<file path="config.mk">
export PLATFORM = sky130hd
export DESIGN_NAME = td4_prog_mem
export DESIGN_NICKNAME = d
export VERILOG_FILES = /design/src/rtl/td4_pkg.sv /design/src/rtl/td4_prog_mem_shifter.sv /design/src/rtl/td4_prog_mem.sv
export SDC_FILE = /design/constraint.sdc
export NUM_CORES = 1
export LEC_CHECK = 0
export BUFFER_PORTS_ARGS = -buffer_cell sky130_fd_sc_hd__buf_4
export CAP_MARGIN = 40
export CORE_MARGIN = 3
export CORE_UTILIZATION = 56
export DETAILED_ROUTE_END_ITERATION = 10
export PLACE_DENSITY_LB_ADDON = 0.12
export SLEW_MARGIN = 25
export SYNTH_ARGS = -nofsm -noshare
export SYNTH_HDL_FRONTEND = slang
export SYNTH_SLANG_ARGS = --single-unit
</file>
<file path="constraint.sdc">
create_clock -name clk -period 1.92 [get_ports clk]
set_clock_uncertainty 0.2 [all_clocks]
set_input_delay 0.192 -clock clk [delete_from_list [all_inputs] [get_ports clk]]
set_output_delay 0.192 -clock clk [all_outputs]
set_load 0.1 [all_outputs]
</file>
<file path="src/rtl/td4_pkg.sv">
// Shared types and sizing for the TD4 program memory and its serial loader.
package td4_pkg;

  typedef enum logic [1:0] {
    RUN,
    LOAD,
    FULL,
    RELEASE
  } prog_state_t;

  localparam int unsigned BYTE_W = 8;
  localparam int unsigned DEPTH  = 16;

endpackage

</file>
<file path="src/rtl/td4_prog_mem_shifter.sv">
// MSB-first serial-to-parallel shifter with bit counter; pulses byte_valid on
// the strobe that completes a byte, with the completed byte presented alongside.
module prog_shifter #(
  parameter int unsigned WIDTH = 8
) (
  input  logic             clk,
  input  logic             n_reset,
  input  logic             clear,
  input  logic             shift_en,
  input  logic             bit_in,
  output logic [WIDTH-1:0] byte_out,
  output logic             byte_valid
);

  localparam int unsigned           CNT_W = $clog2(WIDTH);
  localparam logic [CNT_W-1:0]      LAST  = CNT_W'(WIDTH - 1);

  // Only WIDTH-1 bits need storing: the final bit comes straight from bit_in.
  logic [WIDTH-2:0] shift_q;
  logic [CNT_W-1:0] cnt_q;

  assign byte_out   = {shift_q, bit_in};
  assign byte_valid = shift_en && (cnt_q == LAST);

  always_ff @(posedge clk or negedge n_reset) begin
    if (!n_reset) begin
      shift_q <= '0;
      cnt_q   <= '0;
    end else if (clear) begin
      shift_q <= '0;
      cnt_q   <= '0;
    end else if (shift_en) begin
      shift_q <= byte_out[WIDTH-2:0];
      cnt_q   <= byte_valid ? '0 : cnt_q + 1'b1;
    end
  end

endmodule

</file>
<file path="src/rtl/td4_prog_mem.sv">
// TD4 program memory: zero-latency opcode/immediate fetch plus a bit-serial
// loader that holds the CPU in reset while the program is written.
module td4_prog_mem
  import td4_pkg::*;
#(
  parameter int unsigned ADDR_W = $clog2(DEPTH),
  parameter int unsigned OPC_W  = BYTE_W / 2
) (
  input  logic              clk,
  input  logic              n_reset,
  input  logic [ADDR_W-1:0] Adr,
  output logic [OPC_W-1:0]  Instr,
  output logic [OPC_W-1:0]  Im,
  input  logic              prog_en,
  input  logic              prog_bit,
  input  logic              prog_strobe,
  output logic [ADDR_W-1:0] prog_addr,
  output logic              prog_done,
  output logic              cpu_n_reset
);

  localparam int unsigned BW    = 2 * OPC_W;
  localparam int unsigned WORDS = 2 ** ADDR_W;

  prog_state_t       state, state_next;
  logic [BW-1:0]     mem [WORDS];
  logic [BW-1:0]     byte_in;
  logic              byte_valid;
  logic              shift_en;
  logic              clear;
  logic              load_entry;

  assign shift_en   = prog_strobe && (state == LOAD);
  assign load_entry = (state == RUN) && prog_en;

  prog_shifter #(
    .WIDTH(BW)
  ) u_shifter (
    .clk       (clk),
    .n_reset   (n_reset),
    .clear     (clear),
    .shift_en  (shift_en),
    .bit_in    (prog_bit),
    .byte_out  (byte_in),
    .byte_valid(byte_valid)
  );

  always_ff @(posedge clk or negedge n_reset) begin
    if (!n_reset) begin
      state <= RUN;
    end else begin
      state <= state_next;
    end
  end

  // A completing strobe always writes; a falling prog_en only decides where we go next.
  always_comb begin
    state_next = state;
    clear      = 1'b0;
    case (state)
      RUN: begin
        if (prog_en) begin
          state_next = LOAD;
          clear      = 1'b1;
        end
      end
      LOAD: begin
        if (byte_valid) begin
          if (!prog_en) begin
            state_next = RELEASE;
          end else if (prog_addr == '1) begin
            state_next = FULL;
          end
        end else if (!prog_en) begin
          state_next = RELEASE;
          clear      = 1'b1;
        end
      end
      FULL: begin
        if (!prog_en) begin
          state_next = RELEASE;
        end
      end
      RELEASE: begin
        state_next = RUN;
      end
      default: begin
        state_next = RUN;
      end
    endcase
  end

  always_ff @(posedge clk or negedge n_reset) begin
    if (!n_reset) begin
      prog_addr <= '0;
    end else if (load_entry) begin
      prog_addr <= '0;
    end else if (byte_valid) begin
      prog_addr <= prog_addr + 1'b1;
    end
  end

  always_ff @(posedge clk or negedge n_reset) begin
    if (!n_reset) begin
      cpu_n_reset <= 1'b0;
    end else begin
      cpu_n_reset <= (state_next == RUN);
    end
  end

  always_ff @(posedge clk or negedge n_reset) begin
    if (!n_reset) begin
      for (int unsigned i = 0; i < WORDS; i++) begin
        mem[i] <= '0;
      end
    end else if (byte_valid) begin
      mem[prog_addr] <= byte_in;
    end
  end

  assign prog_done    = (state == FULL);
  assign {Instr, Im}  = mem[Adr];

endmodule
</file>
==> out/results.md <==
| Quantity | Reported | Unit |
|---|---|---|
| Top area cells in the synthesized netlist | dfrtp_1 (53%), mux2_2 (20%), mux4_2 (11%), nand3_4 (1.8%), a22oi_1 (1.8%) | - |
| Die boundary height | 117 | um |
| DIE AREA | 13,600 | um2 |
| GR Util All Layers | 27.1 | % |
| Share of flip-flops with an asynchronous set or reset | 100 | % |
| Worst EP arrival | 1880 | ps |
| Final-layout fill cell count | 665 | - |
| Clock tree buffer depth | 2 | - |
| Combinational family with the most area after synthesis | multiplexers | - |
| Initial drt markers | 304 | - |
| Req. time, crit path | 1530 | ps |
| Total DRC errors in the routed layout | 0 | - |
| Number of iterations in the first detailed-routing pass | 4 | - |
| Number of buffer cells added on primary ports | 22 | - |
| Ordered cell list for the critical path | mux4_2, a22oi_2, buf_4, nand2_4, buf_12 | - |
| Clock period minus final worst setup slack | 2270 | ps |
| Post-Syn Nets | 461 | - |
| Core ar. | 11,700 | um2 |
| Worst-path fanout max | 2 | - |
| DP Area | 7710 | um2 |
| Die width | 117 | um |
| Stage delay of the slowest cell on the critical path | 510 | ps |
| Initial cell density of the core | 58.5 | % |
| Number of top-level pins | 23 | - |
| Count of flip-flops with a built-in enable after synthesis | 0 | - |
| Routability congestion estimate from global placement | 0.790 | - |
| Total wire length after detailed routing | 16,700 | um |
| Register area share after synthesis | 52.9 | % |
| Period utilization | 118 | % |
| Synth Area in Compound Gates | 3.56 | % |
| Leading cell type by number of instances after synthesis | dfrtp_1 | - |
| Distinct cells, synth | 40 | - |
| Post-detailed-route count of antenna-violating nets | 0 | - |
| # Max-Cap Violations | 0 | - |
| Buf+Inv Stages, Crit Path | 2 | - |
| Cell area after layout | 8890 | um2 |
| Post-layout nets | 520 | - |
| Setup crit start kind | flip-flop | - |
| Clock tree from TritonCTS | done | - |
| Layout overhead on the synthesized area | 29.7 | % |
| Max Fclk | 441 | MHz |
| # diodes | 0 | - |
| Violations in the final reports | setup timing | - |
| Slowest cell on the critical path | mux4_2 | - |
| Kind of path behind the tightest hold check | primary input to flip-flop | - |
| Total power divided by cell area | 808 | nW/um2 |
| Slew at the pin with the worst max-slew slack | 770 | ps |
| Unrepaired setup endpoints after global routing | true | - |
| Leakage power figure | 4.41 | nW |
| Number of cells in the finished layout apart from fillers | 659 | - |
| Detail-routed net length per standard cell | 25.4 | um |
| Largest net degree at the start of global routing | 48 | - |
| Clock latency at the later pin of the worst-skew pair | 420 | ps |
| Slew HR | 48.7 | % |
| Peak ir drop on the vdd network | 738 | uV |
| Via-to-Cell Ratio | 6.29 | - |
| Number of global-route vias before repair | 4,587 | - |
| Final hold violations | 0 | - |
| Clock sink count | 145 | - |
| Status | complete, but fails checks | - |
| DR vias | 4,147 | - |
| Initial antenna violation count | 0 | - |
| Wire length of the first global-routing pass | 26,800 | um |
| Top cell type by total area after synthesis | dfrtp_1 | - |
| Top-area cell type share of the netlist area | 52.9 | % |
| Number of placement rows | 39 | - |
| Area share of and/or/nand/nor cells after synthesis | 5.86 | % |
| Number of levels in the clock H-tree | 4 | - |
| HPWL reported at the end of detailed placement | 10,100 | um |
| Critical path's top delay family | multiplexers | - |
| Placed Instances | 606 | - |
| Clk root buf | clkbuf_16 | - |
| Ranking of synthesized cells by instance count | dfrtp_1 (145), mux2_2 (122), mux4_2 (32), a22oi_1 (16), nand2_1 (14) | - |
| Number of warning messages in the yosys log | 0 | - |
| Setup slack at placement | -248 | ps |
| Crit path kind | flip-flop to primary output | - |
| Accumulated negative setup slack | -26,160 | ps |
| Synthesized-area fraction occupied by adder cells | 1.10 | % |
| Xor/xnor share of the synthesized area | 0.128 | % |
| Post-synth design cell area | 6850 | um2 |
| Inserted Clock Buffers | 17 | - |
| Flip-flop and latch count after synthesis | 145 | - |
| Flip-flop cell with the highest count after synthesis | dfrtp_1 | - |
| Average cell area after synthesis | 15.4 | um2 |
| Final Hold Slack | 25.4 | ps |
| Total count of max-transition violations in the final report | 0 | - |
| Number of instances in the synthesized netlist | 446 | - |
| Kind of capture point of the worst setup path | primary output | - |
| Share of synthesized area spent on multiplexers | 33.1 | % |
| Register clock-pin slew on the reported worst setup and hold paths | 60 | ps |
| Remaining global-route overflow | 0 | - |
| Worst setup slack after layout | -350 | ps |
| Fraction of final layout cells sized beyond drive strength 1 | 62.0 | % |
| Setup Viol. Count Final | 137 | - |
==> cells in the final DEF, fill, tap and decap left out, types with 2 or more instances in the layout <==
master         instances
dfrtp_4                4
nand4_4                5
nor2b_2                3
a21oi_1                9
and2_1                 2
dlygate4sd3_1          2
mux4_2                32
nand3_4               12
a22o_1                 2
o21ai_1                2
clkbuf_1               4
mux2i_1                7
o211ai_1               2
a22oi_2               16
buf_6                  7
mux2_4                98
dfrtp_1              141
nand2_1                6
mux2_2                31
nand2_4                8
nand2b_1               2
nor2_1                 2
clkbuf_16             17
buf_4                 40
ha_2                   4
nor3_1                 2
clkinv_2               4
buf_12                22
clkbuf_8               3
inv_1                  5
==> per-layer routing <==
| metal | vias up | track usage [%] | routed length (um) |
|---|---|---|---|
| met2 | 108 | 41.3 | 8040 |
| met5 | - | 0 | 0 |
| met4 | 0 | 11.8 | 493 |
| met1 | 2233 | 37.1 | 7300 |
| li1 | 1779 | - | - |
| met3 | 27 | 7.41 | 876 |
==> layout make-up <==
type / count / area (um2) / area share, %
clock buffer: 24 / 482 / 5.42
tap: 143 / 179 / 2.01
inverter: 5 / 18.8 / 0.211
sequential: 145 / 3640 / 41.0
timing repair buffer: 73 / 862 / 9.70
multi-input combinational: 263 / 3650 / 41.0
clock inverter: 6 / 57.6 / 0.648
==> logic make-up (layout without fill, tap and decap cells) <==
logic type                 count (synthesis)  count (layout)
AOI/OAI and AO/OA                         36              36
xor gates and xnor gates                   1               1
adders and majority gates                  6               6
buffers and inverters                     39             108
DFF                                      145             145
muxes                                    168             168
and+or+nand+nor                           51              52
==> power breakdown <==
part | total [mW] | internal [mW] | switching, mW
clock | 3.07 | 1.86 | 1.21
combinational | 0.802 | 0.325 | 0.478
sequential | 3.31 | 3.12 | 0.184
total | 7.18 | 5.31 | 1.87
==> per-stage QoR <==
stage | util [%] | power [mW]
after floorplan | - | 3.78
after global placement | 65.8 | 4.09
after detailed placement | 65.8 | 4.11
after CTS | 75.5 | 7.18
after global routing | 75.9 | 7.44
final | 75.9 | 7.18
==> timing repair <==
action | CTS | global route
resized for setup | 89 | 9
buffers inserted | 15 | 5
endpoints found under the hold margin | 147 | 0
cloned | 2 | 0
hold buffers | 2 | 0
endpoints found under the setup margin | 137 | 142
pin swaps | 18 | 7
==> registers in the layout (all words and copies together), names as in the netlist <==
name / count
mem: 128
u_shifter.shift_q: 7
prog_addr: 4
u_shifter.cnt_q: 3
state: 2
cpu_n_reset: 1
==> worst paths after layout <==
check                                      endpoint                      startpoint  slack, ps  cells past startpoint
min in group asynchronous       mem[58]$_DFFE_PN0P_                         n_reset         70                      2
hold reg to reg                 mem[17]$_DFFE_PN0P_             mem[17]$_DFFE_PN0P_        300                      1
max in group asynchronous  prog_addr[2]$_DFFE_PN0P_                         n_reset        870                      3
setup reg to reg                mem[99]$_DFFE_PN0P_  u_shifter.cnt_q[1]$_DFFE_PN0P_       -270                      8
hold / removal                  mem[88]$_DFFE_PN0P_                        prog_bit         30                      2
setup / recovery                              Im[3]             mem[99]$_DFFE_PN0P_       -350                      5
Power figures use the tool's default switching activity.
